===== src/rtl/lcd_spi_pkg.sv =====
// Shared opcodes, decoder state encoding and reset defaults for the LCD SPI receiver.
package lcd_spi_pkg;

    localparam logic [7:0] CMD_SWRESET = 8'h01;
    localparam logic [7:0] CMD_SLPIN   = 8'h10;
    localparam logic [7:0] CMD_SLPOUT  = 8'h11;
    localparam logic [7:0] CMD_DISPOFF = 8'h28;
    localparam logic [7:0] CMD_DISPON  = 8'h29;
    localparam logic [7:0] CMD_CASET   = 8'h2A;
    localparam logic [7:0] CMD_PASET   = 8'h2B;
    localparam logic [7:0] CMD_RAMWR   = 8'h2C;
    localparam logic [7:0] CMD_COLMOD  = 8'h3A;
    localparam logic [7:0] CMD_RAMWRC  = 8'h3C;

    localparam logic [7:0] COLMOD_RST  = 8'h66;

    typedef enum logic [2:0] {
        S_IDLE,
        S_CASET,
        S_PASET,
        S_COLMOD,
        S_RAMWR_HI,
        S_RAMWR_LO,
        S_SKIP
    } dec_state_e;

endpackage


===== src/rtl/lcd_spi_byte_rx.sv =====
// Oversampling SPI mode-0 byte deserialiser: synchronisers, sck edge detect,
// MSB-first shifter and partial-byte error on cs release.
module lcd_spi_byte_rx #(
    parameter int SYNC_STAGES = 2
) (
    input  logic       clk_i,
    input  logic       rst_ni,
    input  logic       cs_i,
    input  logic       dcrs_i,
    input  logic       sdi_i,
    input  logic       sck_i,
    output logic       byte_valid_o,
    output logic [7:0] byte_o,
    output logic       byte_dc_o,
    output logic       err_o
);

    // Packed as {cs, dcrs, sdi, sck}; cs idles high, sck idles low.
    localparam logic [3:0] SYNC_RST = 4'b1000;

    logic [3:0] sync_q [SYNC_STAGES];
    logic       sck_prev_q;
    logic [2:0] cnt_q;
    logic [6:0] shift_q;
    logic [7:0] byte_q;
    logic       dc_q;
    logic       valid_q;
    logic       err_q;

    logic cs_s, dcrs_s, sdi_s, sck_s, sck_rise;

    assign {cs_s, dcrs_s, sdi_s, sck_s} = sync_q[SYNC_STAGES-1];
    assign sck_rise = sck_s & ~sck_prev_q;

    always_ff @(posedge clk_i or negedge rst_ni) begin
        if (!rst_ni) begin
            // NOTE: the synchroniser array is plain flops, not RAM, so every stage takes the async reset.
            for (int i = 0; i < SYNC_STAGES; i++) sync_q[i] <= SYNC_RST;
            sck_prev_q <= 1'b0;
            cnt_q      <= '0;
            shift_q    <= '0;
            byte_q     <= '0;
            dc_q       <= 1'b0;
            valid_q    <= 1'b0;
            err_q      <= 1'b0;
        end else begin
            // NOTE: non-blocking everywhere, so each read below sees the value from before this edge.
            sync_q[0] <= {cs_i, dcrs_i, sdi_i, sck_i};
            for (int i = 1; i < SYNC_STAGES; i++) sync_q[i] <= sync_q[i-1];
            sck_prev_q <= sck_s;
            valid_q    <= 1'b0;
            err_q      <= 1'b0;
            if (cs_s) begin
                cnt_q <= '0;
                if (cnt_q != 3'd0) err_q <= 1'b1;
            end else if (sck_rise) begin
                shift_q <= {shift_q[5:0], sdi_s};
                cnt_q   <= cnt_q + 3'd1;
                if (cnt_q == 3'd7) begin
                    byte_q  <= {shift_q, sdi_s};
                    dc_q    <= dcrs_s;
                    valid_q <= 1'b1;
                end
            end
        end
    end

    assign byte_valid_o = valid_q;
    assign byte_o       = byte_q;
    assign byte_dc_o    = dc_q;
    assign err_o        = err_q;

endmodule


===== src/rtl/lcd_spi_receiver.sv =====
// ILI9341-subset display emulator: decodes received command/parameter bytes
// into window, status and addressed RGB565 pixel writes.
module lcd_spi_receiver
    import lcd_spi_pkg::*;
#(
    parameter int WIDTH       = 240,
    parameter int HEIGHT      = 320,
    parameter int SYNC_STAGES = 2
) (
    input  logic                      i_clk_100MHz,
    input  logic                      i_rst_n,
    input  logic                      i_cs,
    input  logic                      i_dcrs,
    input  logic                      i_sdi,
    input  logic                      i_sck,
    output logic                      o_byte_valid,
    output logic [7:0]                o_byte,
    output logic                      o_byte_dc,
    output logic                      o_pix_valid,
    output logic [15:0]               o_pix_data,
    output logic [$clog2(WIDTH)-1:0]  o_pix_x,
    output logic [$clog2(HEIGHT)-1:0] o_pix_y,
    output logic                      o_display_on,
    output logic                      o_sleep,
    output logic [7:0]                o_colmod,
    output logic                      o_err
);

    localparam int XW = $clog2(WIDTH);
    localparam int YW = $clog2(HEIGHT);

    typedef struct packed {
        dec_state_e       state;
        logic [1:0]       pcnt;
        logic [23:0]      pbuf;
        logic [7:0]       hi;
        logic [XW-1:0]    sc, ec, x;
        logic [YW-1:0]    sp, ep, y;
        logic             display_on;
        logic             sleep;
        logic [7:0]       colmod;
        logic             pix_valid;
        logic [15:0]      pix_data;
        logic [XW-1:0]    pix_x;
        logic [YW-1:0]    pix_y;
        logic             err;
    } dec_t;

    // Shared by the async reset and the 0x01 software reset.
    function automatic dec_t dec_reset();
        dec_t r;
        r        = '0;
        r.state  = S_IDLE;
        r.ec     = XW'(WIDTH - 1);
        r.ep     = YW'(HEIGHT - 1);
        r.sleep  = 1'b1;
        r.colmod = COLMOD_RST;
        return r;
    endfunction

    logic       rx_valid, rx_dc, rx_err;
    logic [7:0] rx_byte;

    lcd_spi_byte_rx #(.SYNC_STAGES(SYNC_STAGES)) u_byte_rx (
        .clk_i        (i_clk_100MHz),
        .rst_ni       (i_rst_n),
        .cs_i         (i_cs),
        .dcrs_i       (i_dcrs),
        .sdi_i        (i_sdi),
        .sck_i        (i_sck),
        .byte_valid_o (rx_valid),
        .byte_o       (rx_byte),
        .byte_dc_o    (rx_dc),
        .err_o        (rx_err)
    );

    dec_t        dec_q;
    logic [15:0] win_start, win_end, win_lim;
    logic        win_bad;

    always_comb begin
        // NOTE: every output gets a value before any condition, so no latch can be inferred.
        win_start = dec_q.pbuf[23:8];
        win_end   = {dec_q.pbuf[7:0], rx_byte};
        win_lim   = (dec_q.state == S_CASET) ? 16'(WIDTH) : 16'(HEIGHT);
        win_bad   = (win_start > win_end) || (win_end >= win_lim);
    end

    always_ff @(posedge i_clk_100MHz or negedge i_rst_n) begin
        if (!i_rst_n) begin
            dec_q <= dec_reset();
        end else begin
            dec_q.pix_valid <= 1'b0;
            dec_q.err       <= 1'b0;
            if (rx_valid && !rx_dc) begin
                dec_q.pcnt <= '0;
                case (rx_byte)
                    CMD_CASET:   dec_q.state <= S_CASET;
                    CMD_PASET:   dec_q.state <= S_PASET;
                    CMD_COLMOD:  dec_q.state <= S_COLMOD;
                    CMD_RAMWR: begin
                        dec_q.x     <= dec_q.sc;
                        dec_q.y     <= dec_q.sp;
                        dec_q.state <= S_RAMWR_HI;
                    end
                    CMD_RAMWRC:  dec_q.state <= S_RAMWR_HI;
                    CMD_DISPOFF: begin dec_q.display_on <= 1'b0; dec_q.state <= S_IDLE; end
                    CMD_DISPON:  begin dec_q.display_on <= 1'b1; dec_q.state <= S_IDLE; end
                    CMD_SLPIN:   begin dec_q.sleep      <= 1'b1; dec_q.state <= S_IDLE; end
                    CMD_SLPOUT:  begin dec_q.sleep      <= 1'b0; dec_q.state <= S_IDLE; end
                    CMD_SWRESET: dec_q <= dec_reset();
                    default:     dec_q.state <= S_SKIP;
                endcase
            end else if (rx_valid) begin
                case (dec_q.state)
                    S_CASET, S_PASET: begin
                        if (dec_q.pcnt == 2'd3) begin
                            dec_q.state <= S_IDLE;
                            if (win_bad) begin
                                dec_q.err <= 1'b1;
                            end else if (dec_q.state == S_CASET) begin
                                dec_q.sc <= win_start[XW-1:0];
                                dec_q.ec <= win_end[XW-1:0];
                            end else begin
                                dec_q.sp <= win_start[YW-1:0];
                                dec_q.ep <= win_end[YW-1:0];
                            end
                        end else begin
                            dec_q.pbuf <= {dec_q.pbuf[15:0], rx_byte};
                            dec_q.pcnt <= dec_q.pcnt + 2'd1;
                        end
                    end
                    S_COLMOD: begin
                        if (dec_q.pcnt == 2'd0) begin
                            dec_q.colmod <= rx_byte;
                            dec_q.pcnt   <= 2'd1;
                        end
                    end
                    S_RAMWR_HI: begin
                        dec_q.hi    <= rx_byte;
                        dec_q.state <= S_RAMWR_LO;
                    end
                    S_RAMWR_LO: begin
                        dec_q.pix_valid <= 1'b1;
                        dec_q.pix_data  <= {dec_q.hi, rx_byte};
                        dec_q.pix_x     <= dec_q.x;
                        dec_q.pix_y     <= dec_q.y;
                        dec_q.state     <= S_RAMWR_HI;
                        // Row-major scan with wrap back to the window origin.
                        if (dec_q.x == dec_q.ec) begin
                            dec_q.x <= dec_q.sc;
                            dec_q.y <= (dec_q.y == dec_q.ep) ? dec_q.sp : dec_q.y + YW'(1);
                        end else begin
                            dec_q.x <= dec_q.x + XW'(1);
                        end
                    end
                    default: ;
                endcase
            end
        end
    end

    assign o_byte_valid = rx_valid;
    assign o_byte       = rx_byte;
    assign o_byte_dc    = rx_dc;
    assign o_pix_valid  = dec_q.pix_valid;
    assign o_pix_data   = dec_q.pix_data;
    assign o_pix_x      = dec_q.pix_x;
    assign o_pix_y      = dec_q.pix_y;
    assign o_display_on = dec_q.display_on;
    assign o_sleep      = dec_q.sleep;
    assign o_colmod     = dec_q.colmod;
    assign o_err        = rx_err | dec_q.err;

endmodule


===== config.mk =====
export PLATFORM = sky130hd
export DESIGN_NAME = lcd_spi_receiver
export DESIGN_NICKNAME = d
export VERILOG_FILES = /design/src/rtl/lcd_spi_pkg.sv /design/src/rtl/lcd_spi_byte_rx.sv /design/src/rtl/lcd_spi_receiver.sv
export SDC_FILE = /design/constraint.sdc
export NUM_CORES = 1
export LEC_CHECK = 0
export CAP_MARGIN = 15
export CORE_MARGIN = 3
export CORE_UTILIZATION = 40
export DETAILED_ROUTE_END_ITERATION = 7
export DONT_BUFFER_PORTS = 1
export PLACE_DENSITY_LB_ADDON = 0.3
export SETUP_SLACK_MARGIN = 0.1
export SLEW_MARGIN = 10
export SYNTH_ARGS = -nofsm -noshare
export SYNTH_HDL_FRONTEND = slang
export SYNTH_HIERARCHICAL = 1
export SYNTH_SLANG_ARGS = --single-unit

===== constraint.sdc =====
create_clock -name i_clk_100MHz -period 2.6 [get_ports i_clk_100MHz]
set_input_delay 0.39 -clock i_clk_100MHz [delete_from_list [all_inputs] [get_ports i_clk_100MHz]]
set_output_delay 0.39 -clock i_clk_100MHz [all_outputs]
set_load 0.03 [all_outputs]

* After elaboration in Yosys (flattened, before gate mapping)
Index checks and enable logic that the tools add are counted.
** Operators by class
- Eq/ne operators :: 27
- Bitwise logic cells :: 4
- Muxes and demuxes :: 46
- Reductions and logical operators :: 38
- Magnitude comparators :: 2
- Add/sub/neg operators :: 4
** Operators by type and width (count)
- $mux 88 :: 2
- $mux 43 :: 3
- $mux 18 :: 5
- $mux 16 :: 4
- $eq 8x6->1 const B :: 7
- $mux 48 :: 1
- $mux 8 :: 5
- $mux 9 :: 4
- $mux 34 :: 1
- $mux 26 :: 1
- $mux 24 :: 1
- $reduce_bool 2->1 :: 12
- $pmux 9 s2 :: 1
- $eq 8x5->1 const B :: 2
- $ge 16x9->1 :: 1
- $gt 16x16->1 :: 1
- $pmux 8 s2 :: 1
- $reduce_and 4->1 :: 4
- $pmux 3 s5 :: 1
- $reduce_and 3->1 :: 5
- $reduce_and 6->1 :: 2
- $add 9x1->9 const B :: 1
- $eq 3x3->1 const B :: 3
- $eq 9x9->1 :: 1
- 30 further kinds :: 52
** Storage, ports and cells
- Logic and storage cells :: 148
- Input bits :: 6
- Output and inout bits :: 55
- Register bits after elaboration :: 163

* Depth between registers and ports, before layout
Gate-level depths: netlist of run 1.
- Depth after elaboration :: 9
- Mapped depth :: 12

* Modules after synthesis
The synthesis of run 1 kept the hierarchy.
** By module, submodules not included
- lcd_spi_receiver :: instances 1, area an instance 6849.1 µm², cells each 718
- lcd_spi_byte_rx :: instances 1, area an instance 1084.8 µm², cells each 64

* Worst setup path before layout of run 1
Ideal clock, no wire load.
- Kind :: register to register
- Start point :: register u_byte_rx.byte_q[4] (netlist: u_byte_rx/byte_o[4])
- End point :: register dec_q[60] in the netlist's numbering
- Library setup time :: 0.121 ns
- Data arrival time :: 2.900 ns
- Path buffers :: 2
- Required time :: 2.479 ns
- Setup slack :: -0.421 ns
- Cell stages (with the launch flop) :: 11
- Period minus slack after synthesis :: 3.021 ns
- Path through :: dfrtp_1 clkbuf_1 inv_1 ha_1 nand4_1 or4_1 a2111o_1 a21oi_1 o21ai_1 buf_2 a22o_1
** On the way
- Longest elaborated chain between the ends :: 4
** RTL lines
- start: declaration :: RTL line lcd_spi_byte_rx.sv:25 : logic [7:0] byte_q;
- start signal: assignment :: RTL line lcd_spi_byte_rx.sv:60 : byte_q <= {shift_q, sdi_s};
- $gt 16x16->1 or $ge 16x9->1 (tied branches) :: RTL line lcd_spi_receiver.sv:86 : win_bad = (win_start > win_end) || (win_end >= win_lim);
- $logic_or 1x1->1 :: RTL line lcd_spi_receiver.sv:86
- $ne 2x1->1 (no line)
- $reduce_and 6->1 (no line) (*)
- end signal: assignment :: RTL line lcd_spi_receiver.sv:91 : dec_q <= dec_reset();
- end signal: assignment :: RTL line lcd_spi_receiver.sv:111 : CMD_SWRESET: dec_q <= dec_reset();
- end: declaration :: RTL line lcd_spi_receiver.sv:77 : dec_t dec_q;
Mark *: on every way between the ends. The rest lies on a longest branch, timed or not.
A chain may end at the register's enable or synchronous reset.

* Final worst setup path of run 1
- Start point :: register dec_q[107] in the netlist's numbering
- End point :: register dec_q[81] in the netlist's numbering
** On the way
- Longest elaborated chain between the ends :: 4
** RTL lines (RTL line)
- $gt 16x16->1 or $ge 16x9->1 (tied branches) :: lcd_spi_receiver.sv:86
- $logic_or 1x1->1 (*) :: lcd_spi_receiver.sv:86
- $ne 2x1->1 (no line) (*)
- $reduce_and 6->1 (no line) (*)
Marked as above.

==> results of run 1 <==
worst paths after layout:
check                                   to  cells after the start
max                              dec_q[81]                      9
min                             dec_q[127]                      0
max reg2reg                      dec_q[81]                      9
min reg2reg                u_byte_rx/sdi_s                      0
max in group asynchronous      o_colmod[6]                      0
min in group i_clk_100MHz  u_byte_rx/sdi_s                      0
where the power goes:
part	switching (mW)	internal [mW]	total [mW]
clock	1.07	1.53	2.60
sequential	0.0333	2.59	2.63
combinational	0.0205	0.0444	0.0649
total	1.12	4.17	5.29
logic make-up after synthesis:
| logic type | after synthesis | synth area share |
|---|---|---|
| XOR/XNOR | 21 | 0.02318 |
| buffers and inverters | 114 | 0.07791 |
| flip-flops | 163 | 0.5174 |
| AND/OR/NAND/NOR | 231 | 0.1375 |
| AO/OA/AOI/OAI | 208 | 0.1766 |
| multiplexers | 20 | 0.02791 |
| adder cells (fa/ha/maj) | 25 | 0.03943 |
through the flow:
step                      cell area, sq um  instances  total power [mW]  setup WS [ns]  hold slack, ns
after floorplan                       8011        782             2.718        0.09567         0.09441
after global placement                8312       1022             2.730        0.06821          0.1097
after detailed placement              8312       1022             2.733     -0.0007416          0.1071
after CTS                             9057       1061             5.333         0.1016         -0.3548
after global routing                  9319       1073             5.451        0.01815         -0.3621
final                                 9319       1073             5.288        0.09537         -0.3389
per-layer routing:
metal	part of all wire	vias up	global-route usage
li1	-	2773	-
met1	0.45	2804	0.2531
met2	0.46	175	0.2853
met3	0.058	39	0.04287
met4	0.028	0	0.07432
met5	0	-	0
cells in the final DEF, fill, tap and decap left out, drive strengths merged, types with 16 or more instances in the layout:
| master | Yosys | final |
|---|---|---|
| dfrtp | 142 | 142 |
| nand2 | 125 | 125 |
| o21ai | 91 | 91 |
| buf | 51 | 72 |
| inv | 35 | 38 |
| ha | 25 | 25 |
| nor2 | 24 | 24 |
| nand3 | 22 | 22 |
| a21oi | 22 | 22 |
| dfstp | 21 | 21 |
| clkbuf | 27 | 20 |
| a22o | 18 | 18 |
| mux2 | 17 | 17 |
| o31ai | 16 | 16 |
what timing repair did:
item / in CTS / in global routing
gates cloned: 0 / 2
setup endpoints to repair: 38 / 49
gates resized for setup: 7 / 39
pin swaps: 2 / 8
buffers inserted: 3 / 10
endpoints found under the hold margin: 167 / 163
state kept, by name, summed over array words and instances, names as in the netlist, 3 cells and up:
register,cells
dec_q,89
o_colmod,8
o_pix_data,16
o_pix_x,8
o_pix_y,9
u_byte_rx/byte_o,8
u_byte_rx/cnt_q,3
u_byte_rx/shift_q,7
u_byte_rx/sync_q,4
layout make-up:
cell class                 count  area share
sequential                   163      0.4416
multi-input combinational    505      0.3743
timing repair buffer          77     0.06847
clock buffer                  19     0.04646
tap                          260     0.03491
clock inverter                13     0.01920
inverter                      36     0.01504
critical path, delay by kind of cell (launching register included):
kind            cells  cell delay, ns
fa+ha+maj           1            0.27
compound gates      4            0.85
simple gates        2            0.69
buf+inv             2            0.23
flops               1            0.39
==> results.json, run 1 <==
{
  "routabilityCongestion": 0.9205,
  "die_area_sq_um": 21560,
  "vdd_ir_drop_max_v": 0.0004906,
  "drc": 0,
  "rr_startpoint": "dec_q[107]",
  "fin_skew_ns": 0.01257,
  "clockRootBuffer": "clkbuf_16",
  "period_share": 0.9633,
  "overflow": 0,
  "synth-seq-cells": 163,
  "syn_area_sq_um": 7934,
  "seqCellArea_sq_um": 4115,
  "rsz0062_at_grt": "true",
  "synth_top_area_frac": 0.4479,
  "hold_viol": 163,
  "grt_first_pass_wirelength_um": 31260,
  "yosys-top-cells-count": "dfrtp_1, nand2_1, o21ai_0, buf_4, inv_1",
  "yosysUniqueCellTypes": 73,
  "fmax_mhz": 399.3,
  "ctsLongestPathBuffers": 2,
  "insertion_delay_ns": 0.44,
  "cts.sinks": 163,
  "core-area_sq_um": 19080,
  "power_density_nw_per_um2": 567.4,
  "port_buffers": 0,
  "dieHeight_um": 146.8,
  "grt_pass1_vias": 5559,
  "grt_antenna_before_repair": 0,
  "grt_usage": 0.1850,
  "hold_buffers": 4,
  "post_drt_wl_per_cell_um": 18.48,
  "dp_hpwl_um": 13420,
  "ys_seq_area_frac": 0.5174,
  "final-setup-viol-count": 0,
  "routed_via_density": 5.397,
  "drt_iter0_markers": 354,
  "startpoint": "dec_q[107]",
  "slew_headroom": 0.2500,
  "min_period_ns": 2.505,
  "multi_input_area_sq_um": 3488,
  "n_antenna_cell": 0,
  "worstSetupPathType": "flop to flop",
  "die_w_um": 146.8,
  "ctsHtreeMaxLevel": 4,
  "async_flop_share": 1.000,
  "run_status": "finished with violations",
  "syn-instance-count": 782,
  "grt_start_max_net_pins": 164,
  "crit_path_end_kind": "flop",
  "worst_pin_slew_ns": 1.120,
  "cpPeakStageDelay_ns": 0.53,
  "ys.flop_type": "dfrtp_1",
  "synth_area_leaders": "dfrtp_1, dfstp_2, nand2_1",
  "routed_wl_um": 19830,
  "vias": 5791,
  "fill_cells": 1701,
  "synth_edf_count": 0,
  "synth_largest_area_cell": "dfrtp_1",
  "worstSetupStartpointType": "flop",
  "slew_viol_final": 0,
  "rows": 50,
  "cts_buffers": 17,
  "yosysWarningCount": 6,
  "cap_viol_max_count": 0,
  "dr.pass1.iters": 7,
  "yosysMostFrequentCell": "dfrtp_1",
  "leakagePower_nw": 4.043,
  "antenna_left": 0,
  "avgSynthCellArea_sq_um": 10.15,
  "area_growth_pct": 17.46,
  "cp_slowest_cell": "or4_4",
  "cts_tree": "done",
  "setup_tns_ns": 0,
  "fin_nets": 831,
  "path_cells": "inv_2 > ha_4 > nand4_1 > or4_4 > a2111oi_4 > o21bai_4 > a21boi_4 > buf_12 > a2bb2oi_1",
  "violations": "hold timing",
  "synthesis.nets": 813,
  "cp_data_arrival_time_ns": 2.87,
  "hold_ws_ns": -0.3389,
  "required_ns": 2.97,
  "initial_utilization": 0.4158,
  "clk_pin_slew_ns": 0.07,
  "final_util": 0.4884,
  "reg2reg_slack_ns": 0.1,
  "hold_path.class": "primary input to async pin",
  "path_max_fanout": 7,
  "layout-drive-gt1-share": 0.2632,
  "ioPinCount": 61
}
No activity file was read; power rests on OpenSTA's default activity.
==> run 2: changes to the inputs <==
--- a/config.mk
+++ b/config.mk
@@ -11,7 +11,7 @@
 export DETAILED_ROUTE_END_ITERATION = 7
 export DONT_BUFFER_PORTS = 1
 export PLACE_DENSITY_LB_ADDON = 0.3
-export SETUP_SLACK_MARGIN = 0.1
+export SETUP_SLACK_MARGIN = 0.4
 export SLEW_MARGIN = 10
 export SYNTH_ARGS = -nofsm -noshare
 export SYNTH_HDL_FRONTEND = slang
==> run 2 against run 1 <==
The run still ends with hold timing left; cell count grew 1.6%; fmax is 1.2% lower; critical path depth unchanged; combinational power down 0.8%; critical endpoint is now dec_q[84].
==> results.json, run 2 (synthesis results as in run 1) <==
{
  "overflow": 0,
  "worstSetupPathType": "flop to flop",
  "clockRootBuffer": "clkbuf_16",
  "dp_hpwl_um": 13570,
  "drt_iter0_markers": 425,
  "antenna_left": 0,
  "hold_path.class": "primary input to async pin",
  "grt_start_max_net_pins": 164,
  "vdd_ir_drop_max_v": 0.0004344,
  "fin_cells": 1090,
  "path_max_fanout": 7,
  "hold_ws_ns": -0.3477,
  "dr.pass1.iters": 5,
  "core-area_sq_um": 19080,
  "routed_via_density": 5.429,
  "period_share": 0.9753,
  "place_ws_ns": 0.04560,
  "fin_ws_ns": 0.06409,
  "vias": 5918,
  "dpl.cell_count": 1018,
  "drc": 0,
  "final_cell_mix": "dfrtp_1, nand2_1, o21ai_0",
  "worst_pin_slew_ns": 0.7218,
  "largest_reg_flops": 89,
  "worstSetupStartpointType": "flop",
  "power_density_nw_per_um2": 536.3,
  "regMostFlops": "dec_q",
  "pwr-share-comb": 0.012,
  "post-route-cell-area_sq_um": 9677,
  "die_w_um": 146.8,
  "slew_headroom": 0.5167,
  "min_period_ns": 2.536,
  "violations": "hold timing",
  "port_buffers": 0,
  "cp_data_arrival_time_ns": 2.91,
  "grt_first_pass_wirelength_um": 32420,
  "layout-drive-gt1-share": 0.2964,
  "dieHeight_um": 146.8,
  "cts.sinks": 163,
  "internal-power_mw": 4.112,
  "cap_viol_max_count": 0,
  "rsz0062_at_grt": "true",
  "ctsLongestPathBuffers": 2,
  "switching_share": 0.2076,
  "rows": 50,
  "post_drt_wl_per_cell_um": 18.51,
  "clk_pin_slew_ns": 0.07,
  "die_area_sq_um": 21560,
  "fin_skew_ns": 0.01166,
  "p_sw_mw": 1.077,
  "area_growth_pct": 21.97,
  "clkPwrFrac": 0.481,
  "fill_cells": 1697,
  "fin_nets": 848,
  "fmax_mhz": 394.3,
  "hold_buffers": 4,
  "seqPwrFrac": 0.506,
  "grt_pass1_vias": 5821,
  "ctsHtreeMaxLevel": 4,
  "routed_wl_um": 20180,
  "n_antenna_cell": 0,
  "cts_tree": "done",
  "final-setup-viol-count": 0,
  "slew_viol_final": 0,
  "crit_path_end_kind": "flop",
  "layout_commonest_cell": "dfrtp_1",
  "initial_utilization": 0.4158,
  "leakagePower_nw": 4.174,
  "dpl-instance-area_sq_um": 8339,
  "required_ns": 2.97,
  "grt_antenna_before_repair": 0,
  "run_status": "finished with violations",
  "cts_buffers": 17,
  "routabilityCongestion": 0.8770,
  "ioPinCount": 61,
  "reg2reg_slack_ns": 0.06,
  "hold_viol": 163,
  "insertion_delay_ns": 0.43,
  "grt_usage": 0.1898
}
==> run 2: routing by layer <==
metal  global-route usage  up-vias  part of all wire
li1                     -     2812                 -
met1               0.2596     2932              0.46
met2               0.2975      143              0.47
met3              0.04442       31             0.048
met4              0.06585        0             0.022
met5                    0        -                 0
==> run 2: repair_timing <==
item                                   4_1_cts  5_1_grt
endpoints found under the hold margin      167      163
pin swaps                                   10       12
setup endpoints to repair                   47       92
setup buffers                               20       13
resized for setup                           45       30
cloned                                       2        1
==> run 2: power by group through the flow <==
stage	clock, mW	sequential [mW]	combinational, mW
CTS	2.54	2.63	0.0652
detailed placement	0	2.67	0.0603
floorplan	0	2.66	0.0567
finish	2.50	2.63	0.0644
global placement	0	2.67	0.0583
global route	2.67	2.63	0.0718
==> run 2: cell type report <==
type / count / area, sq um / share of cell area
Clock buffer: 22 / 464.2 / 0.04797
Clock inverter: 10 / 120.1 / 0.01241
Inverter: 36 / 145.1 / 0.01500
Multi-Input combinational cell: 505 / 3638 / 0.3760
Sequential cell: 163 / 4116 / 0.4254
Tap cell: 260 / 325.3 / 0.03362
Timing Repair Buffer: 94 / 867.1 / 0.08960
==> run 2: final timing paths <==
check | to | depth (start not counted) | from
worst max-delay path | dec_q[84] | 9 | dec_q[114]
worst min-delay path | o_pix_data[14] | 0 | i_rst_n
worst max register to register | dec_q[84] | 9 | dec_q[114]
worst min register to register | u_byte_rx/sdi_s | 0 | u_byte_rx/sync_q[5]
max in group asynchronous | o_colmod[2] | 0 | i_rst_n
min in group i_clk_100MHz | u_byte_rx/sdi_s | 0 | u_byte_rx/sync_q[5]
==> run 2: worst max-delay path, cell delays in order (launching register included) <==
cell	delay, ns
dfrtp_1	0.40
ha_4	0.29
nand4_1	0.13
or4_4	0.57
a2111oi_4	0.30
o21bai_4	0.13
buf_6	0.14
a21oi_4	0.20
clkbuf_16	0.20
a22o_1	0.11
==> run 2: through the flow <==
step	util	TNS (ns)	power, mW
floorplan	-	0	2.718
global placement	0.4370	0	2.730
detailed placement	0.4370	0	2.735
CTS	0.4922	0	5.232
global route	0.5071	-0.1423	5.372
finish	0.5071	0	5.190
==> run 3: changes to the inputs <==
--- a/config.mk
+++ b/config.mk
@@ -10,7 +10,7 @@
 export CORE_UTILIZATION = 40
 export DETAILED_ROUTE_END_ITERATION = 7
 export DONT_BUFFER_PORTS = 1
-export PLACE_DENSITY_LB_ADDON = 0.3
+export PLACE_DENSITY = 0.66
 export SETUP_SLACK_MARGIN = 0.4
 export SLEW_MARGIN = 10
 export SYNTH_ARGS = -nofsm -noshare
==> run 3 against run 2 <==
The run ends with hold timing, setup timing left; worst setup slack got worse by 0.069 ns; clock skew grew 0.0030 ns; cell count rose by 0.73%; via count up 1.1%; highest routed layer unchanged; critical path depth unchanged; sequential power about the same; core utilization grew 0.68 points; non-clock buffer count is 8 higher; largest cell class unchanged; largest power group unchanged.
==> results.json, run 3 (synthesis results as in run 1) <==
{
  "layout_commonest_cell": "dfrtp_1",
  "ctsHtreeMaxLevel": 4,
  "ctsLongestPathBuffers": 2,
  "violations": "hold timing, setup timing",
  "routabilityCongestion": 0.9192,
  "hold_ws_ns": -0.3386,
  "core-area_sq_um": 19080,
  "fill_cells": 1632,
  "die_w_um": 146.8,
  "slew_headroom": 0.4983,
  "final-setup-viol-count": 1,
  "power_density_nw_per_um2": 536.3,
  "antenna_left": 0,
  "n_antenna_cell": 0,
  "hold_viol": 163,
  "vdd_ir_drop_max_v": 0.0004525,
  "crit_path_end_kind": "flop",
  "clockRootBuffer": "clkbuf_16",
  "insertion_delay_ns": 0.44,
  "ioPinCount": 61,
  "drt_iter0_markers": 481,
  "worst_pin_slew_ns": 0.7492,
  "dp_hpwl_um": 13370,
  "grt_first_pass_wirelength_um": 31880,
  "cts_tree": "done",
  "cp_data_arrival_time_ns": 2.92,
  "rows": 50,
  "cts.sinks": 163,
  "hold_buffers": 4,
  "routed_via_density": 5.447,
  "grt_start_max_net_pins": 164,
  "fin_skew_ns": 0.01464,
  "post-route-cell-area_sq_um": 9806,
  "required_ns": 2.92,
  "regMostFlops": "dec_q",
  "worstSetupStartpointType": "flop",
  "dr.pass1.iters": 5,
  "vias": 5981,
  "crit_end": "dec_q[66]",
  "grt_pass1_vias": 5762,
  "setup_tns_ns": -0.005357,
  "path_max_fanout": 6,
  "clk_pin_slew_ns": 0.07,
  "rsz0062_at_grt": "true",
  "initial_utilization": 0.4158,
  "routed_wl_um": 20460,
  "rr_startpoint": "dec_q[110]",
  "leakagePower_nw": 4.230,
  "final_cell_mix": "dfrtp_1, nand2_1, o21ai_0",
  "period_share": 1.002,
  "hold_path.class": "primary input to async pin",
  "die_area_sq_um": 21560,
  "startpoint": "dec_q[110]",
  "dpl-instance-area_sq_um": 8347,
  "dieHeight_um": 146.8,
  "cap_viol_max_count": 0,
  "ff2ff_path_depth": 9,
  "area_growth_pct": 23.59,
  "grt_antenna_before_repair": 0,
  "run_status": "finished with violations",
  "drc": 0,
  "fmax_mhz": 383.8,
  "rr_endpoint": "dec_q[66]",
  "fin_nets": 856,
  "largest_reg_flops": 89,
  "min_period_ns": 2.605,
  "post_drt_wl_per_cell_um": 18.63,
  "worstSetupPathType": "flop to flop",
  "cts_buffers": 17,
  "slew_viol_final": 0,
  "grt_usage": 0.1870,
  "reg2reg_slack_ns": -0.005,
  "layout-drive-gt1-share": 0.3079,
  "fin_ws_ns": -0.005357,
  "port_buffers": 0,
  "overflow": 0
}
## run 3: cell count changes in the layout (fill, tap and decap cells not counted), moves of 3 or more
cell	change
buf_6	+6
o21ai_2	-4
a2bb2oi_1	-3
a2bb2oi_2	+3
buf_4	+3
clkinv_4	+3
o21ai_0	+3
## run 3: metal layers
layer,part of all wire,wire length [um],global-route usage
met2,0.48,9719,0.2943
met1,0.44,9073,0.2567
met3,0.063,1280,0.04904
met5,0,0,0
met4,0.019,382,0.05174
## run 3: critical path: stages (launching register included)
cell	delay (ns)
dfrtp_1	0.40
inv_2	0.07
ha_4	0.28
nand4_4	0.15
or4_4	0.55
a2111o_1	0.35
a21oi_4	0.23
o21ai_4	0.10
buf_6	0.14
a22o_1	0.22
## run 3: timing repair
action	CTS	global route
gates cloned	1	4
setup endpoints to repair	49	103
setup buffers	13	25
resized for setup	37	51
pin swaps	9	21
hold endpoints to repair	167	163
## run 3: worst min-delay path by stage
stage | startpoint | end | cells after the start
3_3_place_gp | i_rst_n | u_byte_rx/shift_q[5] | 0
6_report | i_rst_n | dec_q[120] | 0
5_1_grt | i_rst_n | dec_q[128] | 0
3_5_place_dp | i_rst_n | u_byte_rx/shift_q[5] | 0
2_1_floorplan | i_rst_n | dec_q[0] | 0
4_1_cts | i_rst_n | u_byte_rx/sck_prev_q | 0
## run 3: through the flow
| stage | hold slack [ns] | setup WS (ns) | std cells | power [mW] | utilization |
|---|---|---|---|---|---|
| after floorplan | 0.09441 | 0.1042 | 782 | 2.718 | - |
| after global placement | 0.1089 | 0.006963 | 1019 | 2.729 | 0.4374 |
| after detailed placement | 0.1096 | -0.07039 | 1019 | 2.731 | 0.4374 |
| after CTS | -0.3556 | 0.09739 | 1069 | 5.299 | 0.4877 |
| after global routing | -0.3654 | -0.1004 | 1098 | 5.415 | 0.5139 |
| final | -0.3386 | -0.005357 | 1098 | 5.258 | 0.5139 |
## run 3: final cells by class
| type | count | area [sq um] | area share |
|---|---|---|---|
| flip-flops and latches | 163 | 4115 | 0.4197 |
| multi-input cells | 505 | 3689 | 0.3762 |
| repair buffers | 102 | 934.6 | 0.09532 |
| clock buffers | 18 | 429.2 | 0.04377 |
| well taps | 260 | 325.3 | 0.03318 |
| clock inverters | 14 | 166.4 | 0.01697 |
| inverters | 36 | 146.4 | 0.01493 |
## run 3: report_power, final
group          internal, mW  switching (mW)
Sequential             2.59          0.0329
Clock                  1.44            1.13
Combinational        0.0444          0.0201
Total                  4.08            1.18
